===== src/rtl/seq_pkg.sv =====
// Shared state encoding and framing constants for the 1011 serial frame transmitter.
package seq_pkg;

    typedef enum logic [1:0] {S_IDLE, S_PREAMBLE, S_PAYLOAD, S_GAP} state_t;

    localparam logic [3:0] PREAMBLE_PAT = 4'b1011;
    localparam int         PRE_LEN      = 4;

    // Bits needed to hold a count from 0 up to max_val inclusive.
    function automatic int cnt_w(input int max_val);
        return (max_val < 2) ? 1 : $clog2(max_val + 1);
    endfunction

endpackage


===== src/rtl/seq_piso.sv =====
// Parallel-load, MSB-first shift register; shift low holds the word (stuffed-bit cycles).
module seq_piso #(
    parameter int W = 8
) (
    input  logic         clk,
    input  logic         reset,
    input  logic         load,
    input  logic         shift,
    input  logic [W-1:0] d,
    output logic         msb
);

    logic [W-1:0] sr;

    always_ff @(posedge clk) begin
        if (!reset)
            sr <= '0;
        else if (load)
            sr <= d;
        else if (shift)
            sr <= {sr[W-2:0], 1'b0};
    end

    assign msb = sr[W-1];

endmodule


===== src/rtl/seq_frame_tx_1011.sv =====
// Serial frame transmitter: 1011 preamble, MSB-first payload, GAP idle cycles.
// Define SEQ_TX_STUFF_EN to insert a 0 after every 101 in the payload so 1011 never recurs.
module seq_frame_tx_1011 import seq_pkg::*; #(
    parameter int DATA_W = 8,
    parameter int GAP    = 2
) (
    input  logic              clk,
    input  logic              reset,
    input  logic [DATA_W-1:0] data_in,
    input  logic              data_valid,
    output logic              data_ready,
    output logic              out_bit,
    output logic              out_valid,
    output logic              busy,
    output logic              frame_done
);

    // Worst case every payload bit is followed by a stuffed 0.
    localparam int CW = cnt_w(PRE_LEN + 2*DATA_W + GAP);

    state_t        state;
    logic [CW-1:0] bit_cnt;
    logic [CW-1:0] pay_cnt;
    logic [1:0]    pre_idx;
    logic          accept;
    logic          last_pay;
    logic          stuff;
    logic          piso_shift;
    logic          piso_msb;

    assign accept     = (state == S_IDLE) && data_ready && data_valid;
    assign last_pay   = (pay_cnt == CW'(DATA_W));
    assign pre_idx    = 2'(PRE_LEN - 1) - bit_cnt[1:0];
    assign piso_shift = ((state == S_PREAMBLE) && (bit_cnt == CW'(PRE_LEN))) ||
                        ((state == S_PAYLOAD) && !last_pay && !stuff);

`ifdef SEQ_TX_STUFF_EN
    // Two bits already on the line before the current one; together with out_bit
    // they form the 3-bit history. Cleared whenever the line is idle.
    logic [1:0] hist_q;

    always_ff @(posedge clk) begin
        if (!reset || !out_valid)
            hist_q <= 2'b00;
        else
            hist_q <= {hist_q[0], out_bit};
    end

    assign stuff = (state == S_PAYLOAD) && ({hist_q, out_bit} == 3'b101);
`else
    assign stuff = 1'b0;
`endif

    seq_piso #(.W(DATA_W)) u_piso (
        .clk   (clk),
        .reset (reset),
        .load  (accept),
        .shift (piso_shift),
        .d     (data_in),
        .msb   (piso_msb)
    );

    always_ff @(posedge clk) begin
        if (!reset) begin
            state      <= S_IDLE;
            bit_cnt    <= '0;
            pay_cnt    <= '0;
            out_bit    <= 1'b0;
            out_valid  <= 1'b0;
            frame_done <= 1'b0;
            busy       <= 1'b0;
            data_ready <= 1'b0;
        end else begin
            frame_done <= 1'b0;
            case (state)
                S_IDLE: begin
                    data_ready <= 1'b1;
                    if (accept) begin
                        state      <= S_PREAMBLE;
                        busy       <= 1'b1;
                        data_ready <= 1'b0;
                        out_bit    <= PREAMBLE_PAT[PRE_LEN-1];
                        out_valid  <= 1'b1;
                        bit_cnt    <= CW'(1);
                        pay_cnt    <= '0;
                    end
                end
                S_PREAMBLE: begin
                    bit_cnt <= bit_cnt + 1'b1;
                    if (bit_cnt == CW'(PRE_LEN)) begin
                        state   <= S_PAYLOAD;
                        out_bit <= piso_msb;
                        pay_cnt <= CW'(1);
                    end else begin
                        out_bit <= PREAMBLE_PAT[pre_idx];
                    end
                end
                S_PAYLOAD: begin
                    if (last_pay) begin
                        out_bit   <= 1'b0;
                        out_valid <= 1'b0;
                        bit_cnt   <= CW'(1);
                        if (GAP == 0) begin
                            state      <= S_IDLE;
                            busy       <= 1'b0;
                            data_ready <= 1'b1;
                        end else begin
                            state <= S_GAP;
                        end
                    end else if (stuff) begin
                        out_bit <= 1'b0;
                        bit_cnt <= bit_cnt + 1'b1;
                    end else begin
                        out_bit    <= piso_msb;
                        pay_cnt    <= pay_cnt + 1'b1;
                        bit_cnt    <= bit_cnt + 1'b1;
                        frame_done <= (pay_cnt == CW'(DATA_W - 1));
                    end
                end
                S_GAP: begin
                    if (bit_cnt == CW'(GAP)) begin
                        state      <= S_IDLE;
                        busy       <= 1'b0;
                        data_ready <= 1'b1;
                    end else begin
                        bit_cnt <= bit_cnt + 1'b1;
                    end
                end
                default: state <= S_IDLE;
            endcase
        end
    end

endmodule


===== config.mk =====
export PLATFORM = sky130hd
export DESIGN_NAME = seq_frame_tx_1011
export DESIGN_NICKNAME = d
export VERILOG_FILES = /design/src/rtl/seq_pkg.sv /design/src/rtl/seq_piso.sv /design/src/rtl/seq_frame_tx_1011.sv
export SDC_FILE = /design/constraint.sdc
export NUM_CORES = 1
export LEC_CHECK = 0
export ABC_AREA = 1
export CORE_MARGIN = 2
export CORE_UTILIZATION = 30
export CTS_CLUSTER_DIAMETER = 80
export CTS_CLUSTER_SIZE = 40
export DETAILED_ROUTE_END_ITERATION = 10
export GPL_ROUTABILITY_DRIVEN = 0
export SLEW_MARGIN = 20
export SYNTH_ARGS = -nofsm -noshare
export SYNTH_HDL_FRONTEND = slang
export SYNTH_HIERARCHICAL = 1
export SYNTH_SLANG_ARGS = --single-unit

===== constraint.sdc =====
create_clock -name clk -period 4.7 [get_ports clk]
set_input_delay 0.47 -clock clk [delete_from_list [all_inputs] [get_ports clk]]
set_output_delay 0.47 -clock clk [all_outputs]
set_load 0.02 [all_outputs]

After elaboration in Yosys (flattened, before gate mapping)
Cells that the tools add are included.
{"block": "totals", "regBits": 25, "output_inout_bits": 5, "input_bits": 11, "elab_cells": 75}
{"block": "classes", "muxes": 28, "n_bitwise": 2, "magnitude_cmp": 1, "add_sub_neg": 3, "n_reduce_logical": 19, "n_eq_ne": 13}
{"operator": "2-to-1 mux 5 bit", "n": 6}
{"operator": "case mux 5 bit (4 select lines)", "n": 1}
{"operator": "2-to-1 mux 8 bit", "n": 2}
{"operator": "case mux 5 bit (3 select lines)", "n": 1}
{"operator": "adder 5 x 1 -> 5 bit (second input constant)", "n": 2}
{"operator": "equality test 5 x 3 -> 1 bit (second input constant)", "n": 2}
{"operator": "!= test 2 bit (second input constant)", "n": 5}
{"operator": "2-to-1 mux 1 bit", "n": 8}
{"operator": "2-to-1 mux 2 bit", "n": 4}
{"operator": "case mux 2 bit (4 select lines)", "n": 1}
{"operator": "AND reduction 4 bit", "n": 2}
{"operator": "case mux 1 bit (2 select lines)", "n": 3}
{"operator": "AND reduction 2 bit", "n": 3}
{"operator": "AND reduction 3 bit", "n": 2}
{"operator": "nonzero test 2 bit", "n": 3}
{"operator": "equality test 5 x 2 -> 1 bit (second input constant)", "n": 1}
{"operator": "equality test 5 x 4 -> 1 bit (second input constant)", "n": 1}
{"operator": "equality test 2 bit (second input constant)", "n": 2}
{"operator": "logical AND 1 bit", "n": 4}
{"operator": "less-than comparator 2 x 3 -> 1 bit (second input constant)", "n": 1}
{"operator": "case mux 1 bit (3 select lines)", "n": 1}
{"operator": "nonzero test 3 bit", "n": 1}
{"operator": "OR reduction 3 bit", "n": 1}
{"operator": "binary-select mux 1 bit (select 2 bit)", "n": 1}
{"operator": "7 further kinds", "n": 8}

Logic depth before layout (Yosys ltp)
Gate-level depths: netlist of the first run.
{"block": "logic_depth", "depth_word": 6, "ltp_mapped": 13, "mapped_depth_nobuf": 12}

By module
The synthesis of the first run kept the hierarchy.
{"module": "seq_frame_tx_1011", "area_per_inst_um2": 1209.9, "cells_each": 170, "instances": 1, "seq_area_each_um2": 340.3}
{"module": "seq_piso", "area_per_inst_um2": 399.1, "cells_each": 60, "instances": 1, "seq_area_each_um2": 160.2}

Least setup slack after synthesis of the first run
OpenSTA, ideal clock, no wires.
{"block": "synth_path", "kind": "register to register", "startpoint": "register state[0]", "endpoint": "register u_piso.sr[1]", "required_time_ps": 4591, "synth_period_minus_slack_ps": 1499, "arrival_time_ps": 1390, "setup_time_ps": 109, "stages_incl_launch_ff": 11, "slack_ps": 3201, "path_buffers": 1, "cell_sequence": "dfxtp_1 inv_1 ha_1 inv_1 nor2_1 buf_6 inv_2 nand3_1 nand3_1 nand2_1 inv_1"}
{"block": "synth_via", "elab_chain_len": 4}
{"item": "start: declaration", "line_no": "seq_frame_tx_1011.sv:21", "text": "state_t state;"}
{"item": "start signal: assignment", "line_no": "seq_frame_tx_1011.sv:65", "text": "state <= S_IDLE;"}
{"item": "start signal: assignment", "line_no": "seq_frame_tx_1011.sv:79", "text": "state <= S_PREAMBLE;"}
{"item": "start signal: assignment", "line_no": "seq_frame_tx_1011.sv:91", "text": "state <= S_PAYLOAD;"}
{"item": "logical NOT 2 bit (*)", "line_no": "seq_frame_tx_1011.sv:31", "text": "assign accept = (state == S_IDLE) && data_ready && data_valid;"}
{"item": "logical AND 1 bit (*) (2 in series)", "line_no": "seq_frame_tx_1011.sv:31"}
{"item": "named net accept", "line_no": "seq_frame_tx_1011.sv:25", "text": "logic accept;"}
{"item": "2-to-1 mux 8 bit / nonzero test 2 bit (equally long branches)"}
{"item": "end signal: assignment", "line_no": "seq_piso.sv:21", "text": "sr <= {sr[W-2:0], 1'b0};"}
{"item": "end: declaration", "line_no": "seq_piso.sv:13", "text": "logic [W-1:0] sr;"}
Mark *: on every way through the listed nets, which the timed path passes. The rest lies on a longest branch.
A chain may end at the register's enable or synchronous reset.

Worst setup path in the final report of the first run
{"block": "layout_path", "startpoint": "register state[0]", "endpoint": "register u_piso.sr[7]"}
Same word-level chain as after synthesis.

==> metrics.txt, run 1 <==
status completed; FF+latch area between 500 and 600 um2; Vias per Instance 4.623; Syn-to-layout area delta 16.17%; Synth Warn # 6; final worst slack around 2.4 ns; Power Density 476.3 nW/um2; Clock Path Buffers 2; CP Class reg -> reg; critical path launch point state[0]$_SDFFE_PN0P_; worst hold path type reg -> reg; vias in the first global route roughly 1300; antenna-violating nets left 0; setup TNS 0 ns; Reg clk slew, reported paths 0.09 ns; signal arrival time at the worst endpoint 2.43 ns; WHS 0.4651 ns; register bit total from synthesis 25; Post-CTS Setup Bufs 0; Post-Synth Adder-Cell Area 9.331%; cell area after synthesis between 1500 and 2000 um2; Worst IR Drop VDD 0.1398 mV; simple-gate share of the synthesized area about 37%; first-pass GRT wire length just over 6000 um; die area just under 6000 um2; critical path required time 4.87 ns; CTS hold repair buffers 0; Max-slew headroom 39.75%; Worst Reg-to-Reg Cells 9; clk sinks 25; H-tree depth 1; cells after synthesis 230; FF-to-FF End u_piso/sr[7]$_SDFFE_PN0P_; RSZ-0062 raised after global routing false; initial antenna violation count 0; complex-gate fraction of the synthesized area 12.52%; post-DP HPWL 2526 um; skew final between 0.004 and 0.005 ns; Overflow after GRT 0; post-synthesis mux area share 0%; Design Power 890.3 uW; largest family of logic cells by synthesized area simple AND/OR/NAND/NOR gates; Pleak slightly above 0.8 nW; diode count 0; top-area cell type share of the netlist area between 30 and 40%; fmax around 440 MHz; Num CTS Buffers 3; TritonRoute pass-1 iters 4; largest net degree at the start of global routing 19; Finished Layout Cells 316; cts repair resizes 0; share of cells above drive strength 1 12.60%; CP Capture Type register; r2r setup slk between 2 and 2.5 ns; Netlist cell types 26; Avg Cell Area, Syn 6.996 um2; initial core utilization 31.30%; min Tclk post-route 2.253 ns; Mapped Nets 253; placed cell areas 1823 um2; largest area contributor in the netlist dfxtp_1; Horiz. Die Dim 77.24 um; total core area 5140 um2; Slew Limit Fails 0; Critical Path Fanout Max 11; final hold vios 0; final design utilization 36.37%; Final Cell Area approximately 1900 um2; hold path startpoint u_piso/sr[0]$_SDFFE_PN0P_; layout net count 270; GRT Total Usage around 12%; IO Port Bufs 15; Multi-input gate area 952.2 um2; Rows 26; drt drc 0; Worst Setup Start Kind register; Place WS 2.343 ns; fill count 572; DP Cell Count 312; wire per inst ~11 um; DR iter-0 viols 65; final setup fails 0; via count 1461; sequential fraction of the synthesis area about 31%; R2R Path Start state[0]$_SDFFE_PN0P_; io pins 16; Skew-Pair Late Insertion Delay 0.27 ns; worst slew pin tran between 0.9 and 1 ns; CTS root buf clkbuf_8; Tcrit/Tclk final 47.95%; Die Ht 77.24 um; TritonCTS clock tree yes; drt total wl 3377 um; cells taking the most area after synthesis dfxtp_1 31%, nand2_1 11%, ha_1 9.3%; xor-xnor portion of the synthesized cell area 0%; MaxCap Viol Count 0; crit path to u_piso/sr[7]$_SDFFE_PN0P_
critical path: stages, from the launching register on:
cell,delay (ns)
dfxtp_1,0.39
inv_1,0.14
ha_1,0.35
inv_1,0.07
nor2_1,0.70
inv_2,0.18
nand3_1,0.12
nand3_1,0.07
nand2_1,0.06
inv_1,0.06
metal layers:
layer | part of all wire [%] | wire length, um | global-route usage [%]
met4 | 2.1 | 71 | 5.179
met2 | 44 | 1490 | 18.43
met3 | 4.2 | 143 | 3.059
met5 | 0 | 0 | 0
met1 | 49 | 1671 | 17.17
worst min-delay path by stage:
| stage | endpoint | slack (ns) | depth (start not counted) |
|---|---|---|---|
| 2_1_floorplan | u_piso/sr[0]$_SDFFE_PN0P_ | 0.44 | 2 |
| 3_3_place_gp | busy$_SDFFE_PN0P_ | 0.46 | 2 |
| 3_5_place_dp | u_piso/sr[6]$_SDFFE_PN0P_ | 0.46 | 2 |
| 4_1_cts | u_piso/sr[6]$_SDFFE_PN0P_ | 0.47 | 2 |
| 5_1_grt | u_piso/sr[0]$_SDFFE_PN0P_ | 0.49 | 2 |
| 6_report | u_piso/sr[0]$_SDFFE_PN0P_ | 0.47 | 2 |
registers in the layout (all words and copies together), names as in the netlist:
signal / count
out_valid: 1
data_ready: 1
bit_cnt: 5
u_piso/sr: 8
out_bit: 1
state: 2
busy: 1
pay_cnt: 5
frame_done: 1
final cells by class:
| class | count | share of cell area, % |
|---|---|---|
| Tap cell | 70 | 4.685 |
| Timing Repair Buffer | 15 | 8.032 |
| Inverter | 35 | 7.095 |
| Multi-Input combinational cell | 167 | 50.94 |
| Sequential cell | 25 | 26.77 |
| Clock buffer | 3 | 2.209 |
| Clock inverter | 1 | 0.2677 |
cells in the final DEF, fill, tap and decap left out:
master | netlist | layout
o21ai_2 | 1 | 1
nand2_1 | 49 | 49
dfxtp_1 | 25 | 25
nor3_1 | 1 | 1
nor2_8 | 1 | 1
nand3_1 | 22 | 22
a21oi_4 | 1 | 1
nand2_4 | 6 | 6
o21ai_0 | 9 | 9
inv_1 | 32 | 32
nor2_4 | 2 | 2
a21oi_2 | 1 | 1
clkinv_2 | 1 | 2
clkbuf_8 | 0 | 3
inv_2 | 2 | 2
nor2_1 | 26 | 26
o21ai_1 | 3 | 3
ha_1 | 12 | 12
nand3_2 | 2 | 2
nor2_2 | 3 | 3
nand2_2 | 6 | 6
nand3_4 | 1 | 1
clkdlybuf4s50_1 | 0 | 15
o211ai_1 | 1 | 1
a21oi_1 | 20 | 20
cell families after synthesis:
group	Yosys count
simple gates	119
buf+inv	38
compound gates	36
fa+ha+maj	12
flops	25
Yosys cell counts (all sizes together):
master   n
ha      12
clkbuf   1
nor2    32
nand2   61
inv     34
o21ai   13
a21oi   22
o211ai   1
nor3     1
clkinv   1
dfxtp   25
nand3   25
buf      2
power breakdown:
group / switching [mW] / internal [mW]
clock: 0.0716 / 0.0594
combinational: 0.291 / 0.175
sequential: 0.0370 / 0.256
(Power assumes the default switching activity.)
==> run 2: changes to the inputs <==
==> constraint.sdc (replaced) <==
create_clock -name clk -period 1.9 [get_ports clk]
set_input_delay 0.19 -clock clk [delete_from_list [all_inputs] [get_ports clk]]
set_output_delay 0.19 -clock clk [all_outputs]
set_load 0.02 [all_outputs]
==> run 2 against run 1 <==
Against the previous run: register-to-register slack worse by 2.3 ns; clock skew down 0.0026 ns; sequential power up 150%; cell area up 2.1%; sequential share of layout area down 0.54 points; critical path depth down 1; largest cell class unchanged; largest power group unchanged.
==> metrics.txt, run 2 (synthesized netlist as in run 1, its figures left out) <==
initial antenna violation count 0 (unchanged); final hold vios 0 (unchanged); Pleak 0.8409 nW (+2.6%); largest net degree at the start of global routing 14 (-5); die area 5965 um2 (unchanged); Worst IR Drop VDD 0.3040 mV (+120%); top layer in use met4; wire per inst 11.03 um (+3.2%); io pins 16 (unchanged); Power Density 1180 nW/um2 (+150%); Vias per Instance 4.445 (-3.8%); DRT met1 WL 1838 um (+10%); final design utilization 37.12% (+0.75 points); via count 1427 (-2.3%); hold path startpoint u_piso/sr[6]$_SDFFE_PN0P_; initial core utilization 31.30% (unchanged); critical path launch point state[0]$_SDFFE_PN0P_; R2R Path Start state[0]$_SDFFE_PN0P_; Horiz. Die Dim 77.24 um (unchanged); wire length on met2 1529 um (+2.6%); Final Cell Area 1908 um2 (+2.1%); Largest Register u_piso/sr; RSZ-0062 raised after global routing false; met3 wire length 143 um (unchanged); critical path required time 2.08 ns (-2.79 ns); min Tclk post-route 1.731 ns (-0.5228 ns); clk sinks 25 (unchanged); fmax 577.8 MHz (+30%); vias in the first global route 1407 (+4.7%); antenna-violating nets left 0 (unchanged); Skew-Pair Late Insertion Delay 0.27 ns (about the same); Max-slew headroom 63.73% (+24 points); Critical Path Fanout Max 9 (-2); Die Ht 77.24 um (unchanged); setup TNS 0 ns (unchanged); Tcrit/Tclk final 91.09% (+43 points); Finished Layout Cells 321 (+1.6%); CP Capture Type register; post-DP HPWL 2692 um (+6.5%); Rows 26 (unchanged); share of cells above drive strength 1 14.34% (+1.7 points); IO Port Bufs 15 (unchanged); layout net count 275 (+1.9%); TritonCTS clock tree yes; skew final 0.002133 ns (-0.002586 ns); first-pass GRT wire length 6299 um (+3.2%); Clock Path Buffers 2 (unchanged); WHS 0.4716 ns (+0.006506 ns); signal arrival time at the worst endpoint 1.91 ns (-0.52 ns); worst slew pin tran 0.5440 ns (-0.3564 ns); Syn-to-layout area delta 18.58%; commonest non-fill, non-tap cells in the layout 49 x nand2_1, 32 x inv_1, 26 x nor2_1; max reg flops 8 (unchanged); GRT Total Usage 12.94% (+0.48 points); Reg clk slew, reported paths 0.09 ns (about the same); Num CTS Buffers 3 (unchanged); DP Cell Count 317 (+1.6%); Worst Setup Start Kind register; placed cell areas 1861 um2 (+2.1%); commonest non-fill, non-tap cell in the layout nand2_1; Overflow after GRT 0 (unchanged); Post-CTS Setup Bufs 0 (unchanged); CTS root buf clkbuf_8; drt total wl 3540 um (+4.8%); final setup fails 0 (unchanged); drt drc 0 (unchanged); largest registers u_piso/sr x8, bit_cnt x5, pay_cnt x5; status completed; total core area 5140 um2 (unchanged); Slew Limit Fails 0 (unchanged); worst hold path type reg -> reg; CP Class reg -> reg; DR iter-0 viols 108 (+66%); MaxCap Viol Count 0 (unchanged); diode count 0 (unchanged); H-tree depth 1 (unchanged); TritonRoute pass-1 iters 4 (unchanged)
run 2: worst max-delay path, stage by stage (launching register included):
cell     delay [ns]
dfxtp_1        0.46
ha_1           0.32
inv_2          0.08
o21ai_2        0.47
nor2_8         0.07
nand2_1        0.08
nand3_1        0.06
nand2_1        0.06
inv_1          0.03
run 2: final timing paths:
| kind | end | slack [ns] | cells past startpoint |
|---|---|---|---|
| worst max-delay path | u_piso/sr[1]$_SDFFE_PN0P_ | 0.17 | 8 |
| worst min-delay path | u_piso/sr[6]$_SDFFE_PN0P_ | 0.47 | 2 |
| worst max register to register | u_piso/sr[1]$_SDFFE_PN0P_ | 0.17 | 8 |
| worst min register to register | u_piso/sr[6]$_SDFFE_PN0P_ | 0.47 | 2 |
run 2: cell type report:
type | instances | area [um2]
Inverter | 35 | 132.6
Fill cell | 585 | 3232
Sequential cell | 25 | 500.5
Clock buffer | 4 | 45.04
Multi-Input combinational cell | 167 | 954.7
Timing Repair Buffer | 20 | 187.7
Tap cell | 70 | 87.58
run 2: metrics by stage:
step                      power, mW  setup WS, ns
after global routing          2.458     0.0003242
after floorplan               1.632        0.4009
after CTS                     2.259        0.1630
after global placement        1.919        0.2389
after detailed placement      1.924        0.1809
final                         2.251        0.1693
run 2: where the power goes:
group | internal, mW | total (mW) | switching, mW | leakage (nW)
clock network | 0.150 | 0.324 | 0.174 | 0.0228
registers | 0.634 | 0.728 | 0.0944 | 0.204
logic | 0.457 | 1.20 | 0.742 | 0.614
total | 1.24 | 2.25 | 1.01 | 0.841
run 2: repair_timing:
item,CTS,global route
resized for setup,0,1
endpoints found under the setup margin,0,2
hold buffers,0,0
run 2: metal layers:
| layer | track usage [%] | vias up |
|---|---|---|
| met1 | 17.19 | 636 |
| met5 | 0 | - |
| li1 | - | 765 |
| met4 | 5.893 | 0 |
| met3 | 2.706 | 2 |
| met2 | 20.00 | 24 |
